`src/rtl/wb_ctrl.sv`:
```
// -----------------------------------------------------------------------------
// wb_ctrl -- write-back sequencer for the 4-entry register group and its ZF
// register.
//
// ALU results arrive over a valid/ready handshake and are buffered in a small
// FIFO. The entry at the FIFO head is serialised into one-cycle register-enable
// strobes: first the destination register (if we), then the ZF register (if zf).
// The entry is popped, and wb_done pulses, on the edge after its last strobe.
// After every entry the sequencer spends one cycle in IDLE.
//
// Ports:
//   clk       in   system clock, rising edge
//   rst       in   asynchronous active-low reset
//   wb_valid  in   result offered this cycle
//   wb_ready  out  FIFO can accept (registered count != DEPTH)
//   wb_rd     in   destination register index 0..3
//   wb_data   in   result value
//   wb_we     in   write wb_data to register wb_rd
//   wb_zf     in   update ZF register from wb_data
//   reg_en    out  one-hot write strobes; [3:0] = reg0..reg3, [4] = ZF
//   d_in      out  write data to the register group
//   wb_done   out  one-cycle pulse when an entry retires
//   busy      out  FIFO non-empty or sequencer not IDLE
//   count     out  FIFO occupancy
// -----------------------------------------------------------------------------
module wb_ctrl #(
    parameter int DW    = 16,
    parameter int DEPTH = 2
) (
    input  logic                     clk,
    input  logic                     rst,
    input  logic                     wb_valid,
    output logic                     wb_ready,
    input  logic [1:0]               wb_rd,
    input  logic [DW-1:0]            wb_data,
    input  logic                     wb_we,
    input  logic                     wb_zf,
    output logic [4:0]               reg_en,
    output logic [DW-1:0]            d_in,
    output logic                     wb_done,
    output logic                     busy,
    output logic [$clog2(DEPTH):0]   count
);

    localparam int AW = $clog2(DEPTH);
    localparam int CW = AW + 1;

    localparam logic [1:0] ST_IDLE    = 2'd0;
    localparam logic [1:0] ST_WR_DATA = 2'd1;
    localparam logic [1:0] ST_WR_ZF   = 2'd2;

    localparam logic [4:0] ZF_STROBE  = 5'b10000;

    typedef struct packed {
        logic [1:0]    rd;
        logic [DW-1:0] data;
        logic          we;
        logic          zf;
    } wb_entry_t;

    // -------------------------------------------------------------------------
    // FIFO storage
    // -------------------------------------------------------------------------
    wb_entry_t         fifo_mem [DEPTH];
    logic [AW-1:0]     wr_ptr;
    logic [AW-1:0]     rd_ptr;
    wb_entry_t         head;
    wb_entry_t         in_entry;
    logic              push;
    logic              pop;

    // Ready looks only at the registered occupancy, so a slot freed by this
    // cycle's pop is not offered until the next cycle.
    assign wb_ready = (count != CW'(DEPTH));
    assign push     = wb_valid && wb_ready;
    assign head     = fifo_mem[rd_ptr];

    assign in_entry.rd   = wb_rd;
    assign in_entry.data = wb_data;
    assign in_entry.we   = wb_we;
    assign in_entry.zf   = wb_zf;

    // Payload storage carries no reset; only the pointers and count define
    // which slots are live.
    always_ff @(posedge clk) begin
        if (push) begin
            fifo_mem[wr_ptr] <= in_entry;
        end
    end

    // DEPTH is a power of two, so the pointers wrap by plain overflow.
    always_ff @(posedge clk or negedge rst) begin
        if (!rst) begin
            wr_ptr <= '0;
            rd_ptr <= '0;
            count  <= '0;
        end else begin
            if (push) wr_ptr <= wr_ptr + AW'(1);
            if (pop)  rd_ptr <= rd_ptr + AW'(1);
            case ({push, pop})
                2'b10:   count <= count + CW'(1);
                2'b01:   count <= count - CW'(1);
                default: count <= count;
            endcase
        end
    end

    // -------------------------------------------------------------------------
    // Strobe sequencer
    // -------------------------------------------------------------------------
    logic [1:0]    state;
    logic [1:0]    state_nxt;
    logic [4:0]    reg_en_nxt;
    logic [DW-1:0] d_in_nxt;
    logic          done_nxt;
    logic [DW-1:0] zf_word;

    // ZF register stores 1 when the result is zero.
    assign zf_word = {{(DW-1){1'b0}}, (head.data == '0)};

    always_comb begin
        state_nxt  = state;
        reg_en_nxt = '0;
        d_in_nxt   = d_in;      // d_in holds between strobes
        done_nxt   = 1'b0;
        pop        = 1'b0;
        case (state)
            ST_IDLE: begin
                if (count != '0) begin
                    if (head.we) begin
                        state_nxt  = ST_WR_DATA;
                        reg_en_nxt = 5'b00001 << head.rd;
                        d_in_nxt   = head.data;
                    end else if (head.zf) begin
                        state_nxt  = ST_WR_ZF;
                        reg_en_nxt = ZF_STROBE;
                        d_in_nxt   = zf_word;
                    end else begin
                        // Nothing to write: retire straight from IDLE.
                        pop      = 1'b1;
                        done_nxt = 1'b1;
                    end
                end
            end
            ST_WR_DATA: begin
                if (head.zf) begin
                    state_nxt  = ST_WR_ZF;
                    reg_en_nxt = ZF_STROBE;
                    d_in_nxt   = zf_word;
                end else begin
                    state_nxt = ST_IDLE;
                    pop       = 1'b1;
                    done_nxt  = 1'b1;
                end
            end
            ST_WR_ZF: begin
                state_nxt = ST_IDLE;
                pop       = 1'b1;
                done_nxt  = 1'b1;
            end
            default: begin
                state_nxt = ST_IDLE;
            end
        endcase
    end

    always_ff @(posedge clk or negedge rst) begin
        if (!rst) begin
            state   <= ST_IDLE;
            reg_en  <= '0;
            d_in    <= '0;
            wb_done <= 1'b0;
        end else begin
            state   <= state_nxt;
            reg_en  <= reg_en_nxt;
            d_in    <= d_in_nxt;
            wb_done <= done_nxt;
        end
    end

    assign busy = (count != '0) || (state != ST_IDLE);

endmodule

```
`config.mk`:
```
export PLATFORM = sky130hd
export DESIGN_NAME = wb_ctrl
export DESIGN_NICKNAME = d
export VERILOG_FILES = /design/src/rtl/wb_ctrl.sv
export SDC_FILE = /design/constraint.sdc
export NUM_CORES = 1
export LEC_CHECK = 0
export CORE_MARGIN = 2
export CORE_UTILIZATION = 38
export CTS_CLUSTER_SIZE = 40
export DETAILED_ROUTE_END_ITERATION = 7
export HOLD_SLACK_MARGIN = 0.05
export PLACE_DENSITY = 0.7
export SYNTH_ARGS = -nofsm -noshare
export SYNTH_HDL_FRONTEND = slang
export SYNTH_SLANG_ARGS = --single-unit
```
`constraint.sdc`:
```
create_clock -name clk -period 2.4 [get_ports clk]
set_input_delay 0.48 -clock clk [delete_from_list [all_inputs] [get_ports clk]]
set_output_delay 0.48 -clock clk [all_outputs]
set_load 0.05 [all_outputs]
```
==> out/metrics.csv, run 1 <==
metric,value,unit
status,completed,
finalHoldViolCount,0,
syn-num-nets,207,
synth.area.mux_share,6.14,%
start_util,39.4,%
root_buffer,clkbuf_8,
combPwrFrac,40.2,%
cts_buffers,9,
syn_area_per_cell,14.7,sq um
cts_tree,done,
syn2layout_area_growth,31.5,%
drt_pass1_iterations,4,
die_h,88.1,um
crit_arrival,1760,ps
grt_pass1_vias,1733,
syn-instance-count,183,
gp_congestion,0.756,
coreArea,0.00683,sq mm
synthAdderAreaFrac,0.465,%
clk_latency,330,ps
crit_path_max_incr_delay,810,ps
fin_crit,2240,ps
tightestPinTransition,776,ps
cellLeakagePower,1.34,nW
skew,5.82,ps
slew_headroom,48.1,%
htreeDepth,3,
min_period_over_period,93.3,%
pwr_density_cell,1390,mW/mm^2
port-buffer-count,48,
fin_tns_setup,0,ps
die_area,0.00777,sq mm
fmax,447,MHz
synth_top_family_by_area,compound AO/OA/AOI/OAI gates,
endpoint_kind,output pin,
fin_nets,263,
crit_family,buffers and inverters,
switching_share,38.1,%
cts.sinks,68,
totalWireLength,5.19,mm
max_cap_viol_count,0,
wl_per_cell,15.3,um
synth_area,0.00269,sq mm
synth.distinct_cells,36,
p_sw,1.87,mW
synth-seq-cells,68,
synth_compound_area_share,9.96,%
yosysWarningCount,0,
grt_pass1_wl,8.33,mm
vias,1694,
power_frac_seq,37.2,%
clkSlewWorstSetupHoldPaths,70,ps
first_iter_violations,74,
rsz0062_at_grt,false,
slew_viol_final,0,
rows,30,
hold-worst-slack,496,ps
dp_hpwl,3.40,mm
irDropWorstVdd,0.438,mV
worstPathRequired,1920,ps
ios,49,
synth-simple-area-share,9.12,%
grt-ovfl-total,0,
die_x,88.1,um
clock_power_share,22.6,%
hold_class,flop to flop,
track_usage,14.6,%
drive_above_1_share,10.2,%
synth_xor_xnor_area_share,1.30,%
cp_num_buf_inv,1,
cts_buffer_depth,2,
antenna_cells,0,
ant_nets,0,
crit_slowest_cell,clkdlybuf4s50_1,
drc,0,
antenna_found_initial,0,
worstSetupPathType,flop to output pin,
grt_max_degree,36,
path_max_fanout,6,
final-setup-viol-count,0,
crit_chain,nand2b_1 -> clkdlybuf4s50_1,
yosysSeqAreaShare,70.7,%
start_kind,flop,
p_int,3.03,mW
viasPerCell,4.98,
==> layout make-up <==
| cell class | instances | area (sq um) |
|---|---|---|
| clock buffer | 13 | 180 |
| clock inverter | 3 | 65.1 |
| fill | 609 | 3300 |
| inverter | 5 | 18.8 |
| multi-input combinational | 102 | 728 |
| sequential | 68 | 1900 |
| tap | 96 | 120 |
| timing repair buffer | 53 | 520 |
==> stage by stage <==
| stage | util [%] | setup slack, ps | area, sq um | cells | total power, mW |
|---|---|---|---|---|---|
| 3_5_place_dp | 48.1 | 395 | 3290 | 324 | 3.82 |
| 5_1_grt | 51.7 | 63.9 | 3530 | 340 | 5.16 |
| 4_1_cts | 51.7 | 26.0 | 3530 | 340 | 4.95 |
| 3_3_place_gp | 48.1 | 446 | 3290 | 324 | 3.79 |
| 6_report | 51.7 | 162 | 3530 | 340 | 4.90 |
| 2_1_floorplan | - | 9.25 | 2690 | 183 | 3.21 |
==> cells in the mapped netlist <==
| cell | count | area (sq um) |
|---|---|---|
| nand2_1 | 11 | 41.3 |
| o31ai_1 | 1 | 7.51 |
| clkbuf_1 | 3 | 11.3 |
| a32oi_1 | 1 | 8.76 |
| xor2_1 | 1 | 8.76 |
| nor2_1 | 15 | 56.3 |
| o211ai_1 | 2 | 15.0 |
| ha_1 | 1 | 12.5 |
| or3_1 | 1 | 6.26 |
| nor3_1 | 2 | 10.0 |
| o21ai_0 | 1 | 5.00 |
| buf_6 | 1 | 11.3 |
| o32a_1 | 1 | 10.0 |
| xnor2_1 | 3 | 26.3 |
| nand2b_1 | 5 | 31.3 |
| nor4_1 | 5 | 31.3 |
| and3_1 | 1 | 6.26 |
| edfxtp_1 | 40 | 1200 |
| o2bb2ai_1 | 15 | 131 |
| o211ai_2 | 1 | 12.5 |
| buf_2 | 4 | 20.0 |
| or4_1 | 3 | 22.5 |
| o31a_1 | 2 | 17.5 |
| nor4b_1 | 1 | 8.76 |
| inv_1 | 5 | 18.8 |
| a221o_1 | 1 | 10.0 |
| mux2_4 | 1 | 15.0 |
| a31o_2 | 1 | 8.76 |
| a21oi_1 | 4 | 20.0 |
| o311ai_0 | 1 | 8.76 |
| nand2b_4 | 1 | 13.8 |
| mux2i_1 | 15 | 150 |
| nand3b_1 | 1 | 7.51 |
| dfrtp_1 | 28 | 701 |
| a31oi_1 | 2 | 12.5 |
| nand3_1 | 2 | 10.0 |
==> power groups by stage <==
| stage | combinational [mW] | sequential (mW) | clock (mW) |
|---|---|---|---|
| finish | 1.97 | 1.83 | 1.11 |
| global route | 2.12 | 1.87 | 1.18 |
| CTS | 1.99 | 1.83 | 1.13 |
| detailed placement | 1.98 | 1.84 | 0 |
| global placement | 1.94 | 1.84 | 0 |
| floorplan | 0.930 | 2.28 | 0 |
==> worst paths after layout <==
kind / start / end / slack (ps) / depth (start not counted)
min in group asynchronous: rst / reg_en[2] / 540 / 2
worst max register to register: rd_ptr / count[1] / 400 / 7
worst min register to register: d_in[8] / d_in[8] / 500 / 1
max in group asynchronous: rst / d_in[12] / 1580 / 2
worst max-delay path: count[0] / wb_ready / 160 / 2
worst min-delay path: d_in[8] / d_in[8] / 500 / 1
==> worst reg2reg max path: stages, from the launching register on <==
cell      delay, ps
dfrtp_1         360
buf_4           390
nand2b_4        240
nand2_1          50
o31ai_1         270
ha_1            320
nor2_1          140
xor2_1          160
==> cells by family (layout without fill, tap and decap cells) <==
kind of cell	Yosys count	count (layout)
AOI/OAI and AO/OA	33	33
xor gates and xnor gates	4	4
adders and majority gates	1	1
buffers and inverters	13	74
DFF	68	68
muxes	16	16
and+or+nand+nor	48	48
==> sequential cells by signal (all words and copies together) (netlist names) <==
| name | count |
|---|---|
| fifo_mem | 40 |
| d_in | 16 |
| reg_en | 5 |
| count | 2 |
| state | 2 |
| rd_ptr | 1 |
| wb_done | 1 |
| wr_ptr | 1 |
==> routing by layer <==
metal / track usage, % / vias up / wire length [um]
li1: - / 805 / -
met1: 18.5 / 832 / 2400
met2: 23.1 / 52 / 2460
met3: 4.71 / 5 / 276
met4: 6.47 / 0 / 50
met5: 0 / - / 0
==> placed cells by master, fill, tap and decap left out, types with 2 or more instances in the layout <==
cell	Yosys	final
nor2_1	15	14
o2bb2ai_1	15	15
o31a_1	2	2
o211ai_1	2	2
nand2_1	11	11
a31oi_1	2	2
or4_1	3	3
clkbuf_8	0	11
clkdlybuf4s50_1	0	47
nand2b_1	5	5
dfrtp_1	28	28
nand3_1	2	2
inv_1	5	5
nor3_1	2	2
nor4_1	5	5
a21oi_1	4	4
bufinv_16	0	2
xnor2_1	3	3
edfxtp_1	40	40
buf_4	0	5
mux2i_1	15	15
==> timing repair <==
item	CTS	global route
endpoints found under the hold margin	0	0
setup buffers	0	0
gates resized for setup	0	1
hold buffers	0	0
endpoints found under the setup margin	0	1
Note: power is estimated with default switching activity, not from simulation.
==> run 2, diff against run 1 <==
- CORE_MARGIN: 2 -> unset
==> run 2 against run 1 <==
  * Global-route usage is 0.59 points higher
  * Register-to-register slack better by 30 ps
  * Utilization down 0.93 points
  * Largest cell class unchanged
==> out/metrics.csv, run 2 (synthesis results as in run 1) <==
metric,value,unit,change
coreArea,0.00683,sq mm,unchanged
largest_register_ffs,40,,unchanged
slew_viol_final,0,,unchanged
wl_per_cell,14.8,um,was 15.3 um
seq_area,0.00190,sq mm,unchanged
crit_arrival,1780,ps,was 1760 ps
hold_class,flop to flop,,unchanged
start_util,39.4,%,unchanged
cts_tree,done,,unchanged
nFillCells,602,,was 609
cts.sinks,68,,unchanged
mostFrequentLayoutCell,clkdlybuf4s50_1,,unchanged
finalHoldViolCount,0,,unchanged
startpoint,count[0],,unchanged
antenna_cells,0,,unchanged
root_buffer,clkbuf_8,,unchanged
slew_headroom,51.9,%,was 48.1%
rrSetupSlack,430,ps,was 400 ps
path_max_fanout,6,,unchanged
status,completed,,unchanged
tightestPinTransition,720,ps,was 776 ps
cts_hold_buf,0,,unchanged
clk_latency,340,ps,was 330 ps
grt-ovfl-total,0,,unchanged
final_cells,340,,unchanged
port-buffer-count,48,,unchanged
fin_crit,2260,ps,was 2240 ps
grt_pass1_vias,1701,,was 1733
worstSetupPathType,flop to output pin,,unchanged
first_iter_violations,44,,was 74
grt_pass1_wl,8.11,mm,was 8.33 mm
dp_cells,324,,unchanged
worstRegToRegCells,7,,unchanged
post_cts_buffers,0,,unchanged
drt_pass1_iterations,4,,unchanged
fin_nets,263,,unchanged
pwr_density_cell,1330,mW/mm^2,was 1390 mW/mm^2
clkSlewWorstSetupHoldPaths,70,ps,about the same
top_regs,"fifo_mem x40, d_in x16, reg_en x5",,unchanged
crit_path_max_incr_delay,810,ps,about the same
ios,49,,unchanged
endpoint_kind,output pin,,unchanged
start_kind,flop,,unchanged
multiInputGateArea,728,sq um,unchanged
die_x,86.1,um,was 88.1 um
reg2reg_to,count[1],,unchanged
die_h,86.1,um,was 88.1 um
crit_slowest_cell,clkdlybuf4s50_1,,unchanged
gp_congestion,0.784,,was 0.756
htreeDepth,3,,unchanged
ctsResizeCount,0,,unchanged
skew,8.48,ps,was 5.82 ps
cellLeakagePower,1.30,nW,was 1.34 nW
worstPathRequired,1920,ps,about the same
grt_max_degree,36,,unchanged
syn2layout_area_growth,29.1,%,was 31.5%
mostFrequentLayoutCells,"clkdlybuf4s50_1, edfxtp_1, dfrtp_1",,unchanged
post-place-ws,413,ps,was 395 ps
cp.depth,2,,unchanged
totalWireLength,5.02,mm,was 5.19 mm
drc,0,,unchanged
die_area,0.00742,sq mm,was 0.00777 sq mm
cp_num_buf_inv,1,,unchanged
top_register,fifo_mem,,unchanged
fmax,443,MHz,was 447 MHz
power,4.63,mW,was 4.90 mW
setup_slack,142,ps,was 162 ps
crit_chain,nand2b_1 -> clkdlybuf4s50_1,,unchanged
fin_tns_setup,0,ps,unchanged
r2r_start,rd_ptr,,unchanged
rsz0062_at_grt,false,,unchanged
ant_nets,0,,unchanged
cts_buffers,9,,unchanged
min_period_over_period,94.1,%,was 93.3%
antenna_found_initial,0,,unchanged
rows,30,,unchanged
final-setup-viol-count,0,,unchanged
irDropWorstVdd,0.494,mV,was 0.438 mV
cts_buffer_depth,2,,unchanged
place_area,0.00329,sq mm,unchanged
design_area,0.00347,sq mm,was 0.00353 sq mm
max_cap_viol_count,0,,unchanged
drive_above_1_share,9.43,%,was 10.2%
vias,1686,,was 1694
crit_path_end,wb_ready,,unchanged
crit_family,buffers and inverters,,unchanged
viasPerCell,4.96,,was 4.98
track_usage,15.2,%,was 14.6%
dp_hpwl,3.40,mm,about the same
[run 2: stage by stage]
step	utilization (%)	hold WS, ps
after floorplan	-	184
after global routing	50.8	502
after CTS	50.8	491
after detailed placement	48.1	476
after global placement	48.1	481
final	50.8	488
[run 2: report_power, final]
part           internal [mW]  total, mW  switching (mW)
registers               1.61       1.82           0.211
logic                  0.716       1.95            1.24
clock network          0.460      0.854           0.394
[run 2: worst reg2reg max path, stage by stage (launching register included)]
cell and delay, ps:
dfrtp_1 370, buf_4 390, nand2b_4 230, nand2_1 50
o31ai_1 260, ha_1 320, nor2_1 130, xor2_1 140
[run 2: worst min path at each step]
stage	from	end	slack (ps)	depth (start not counted)
floorplan	rst	count[0]	180	0
global placement	d_in[3]	d_in[3]	480	1
detailed placement	d_in[5]	d_in[5]	480	1
CTS	d_in[5]	d_in[5]	490	1
global route	d_in[7]	d_in[7]	500	1
finish	d_in[5]	d_in[5]	490	1
[run 2: cell type report]
class | instances | share of cell area (%)
inverters | 5 | 0.541
clock buffers | 15 | 5.08
multi-input cells | 102 | 21.0
flip-flops and latches | 68 | 54.8
repair buffers | 53 | 15.0
clock inverters | 1 | 0.144
well taps | 96 | 3.46
[run 2: routing by layer]
| layer | GRT usage, % | wire [um] | vias up |
|---|---|---|---|
| li1 | - | - | 807 |
| met2 | 23.6 | 2410 | 43 |
| met4 | 7.73 | 120 | 0 |
| met3 | 5.68 | 261 | 12 |
| met5 | 0 | 0 | - |
| met1 | 18.5 | 2220 | 824 |
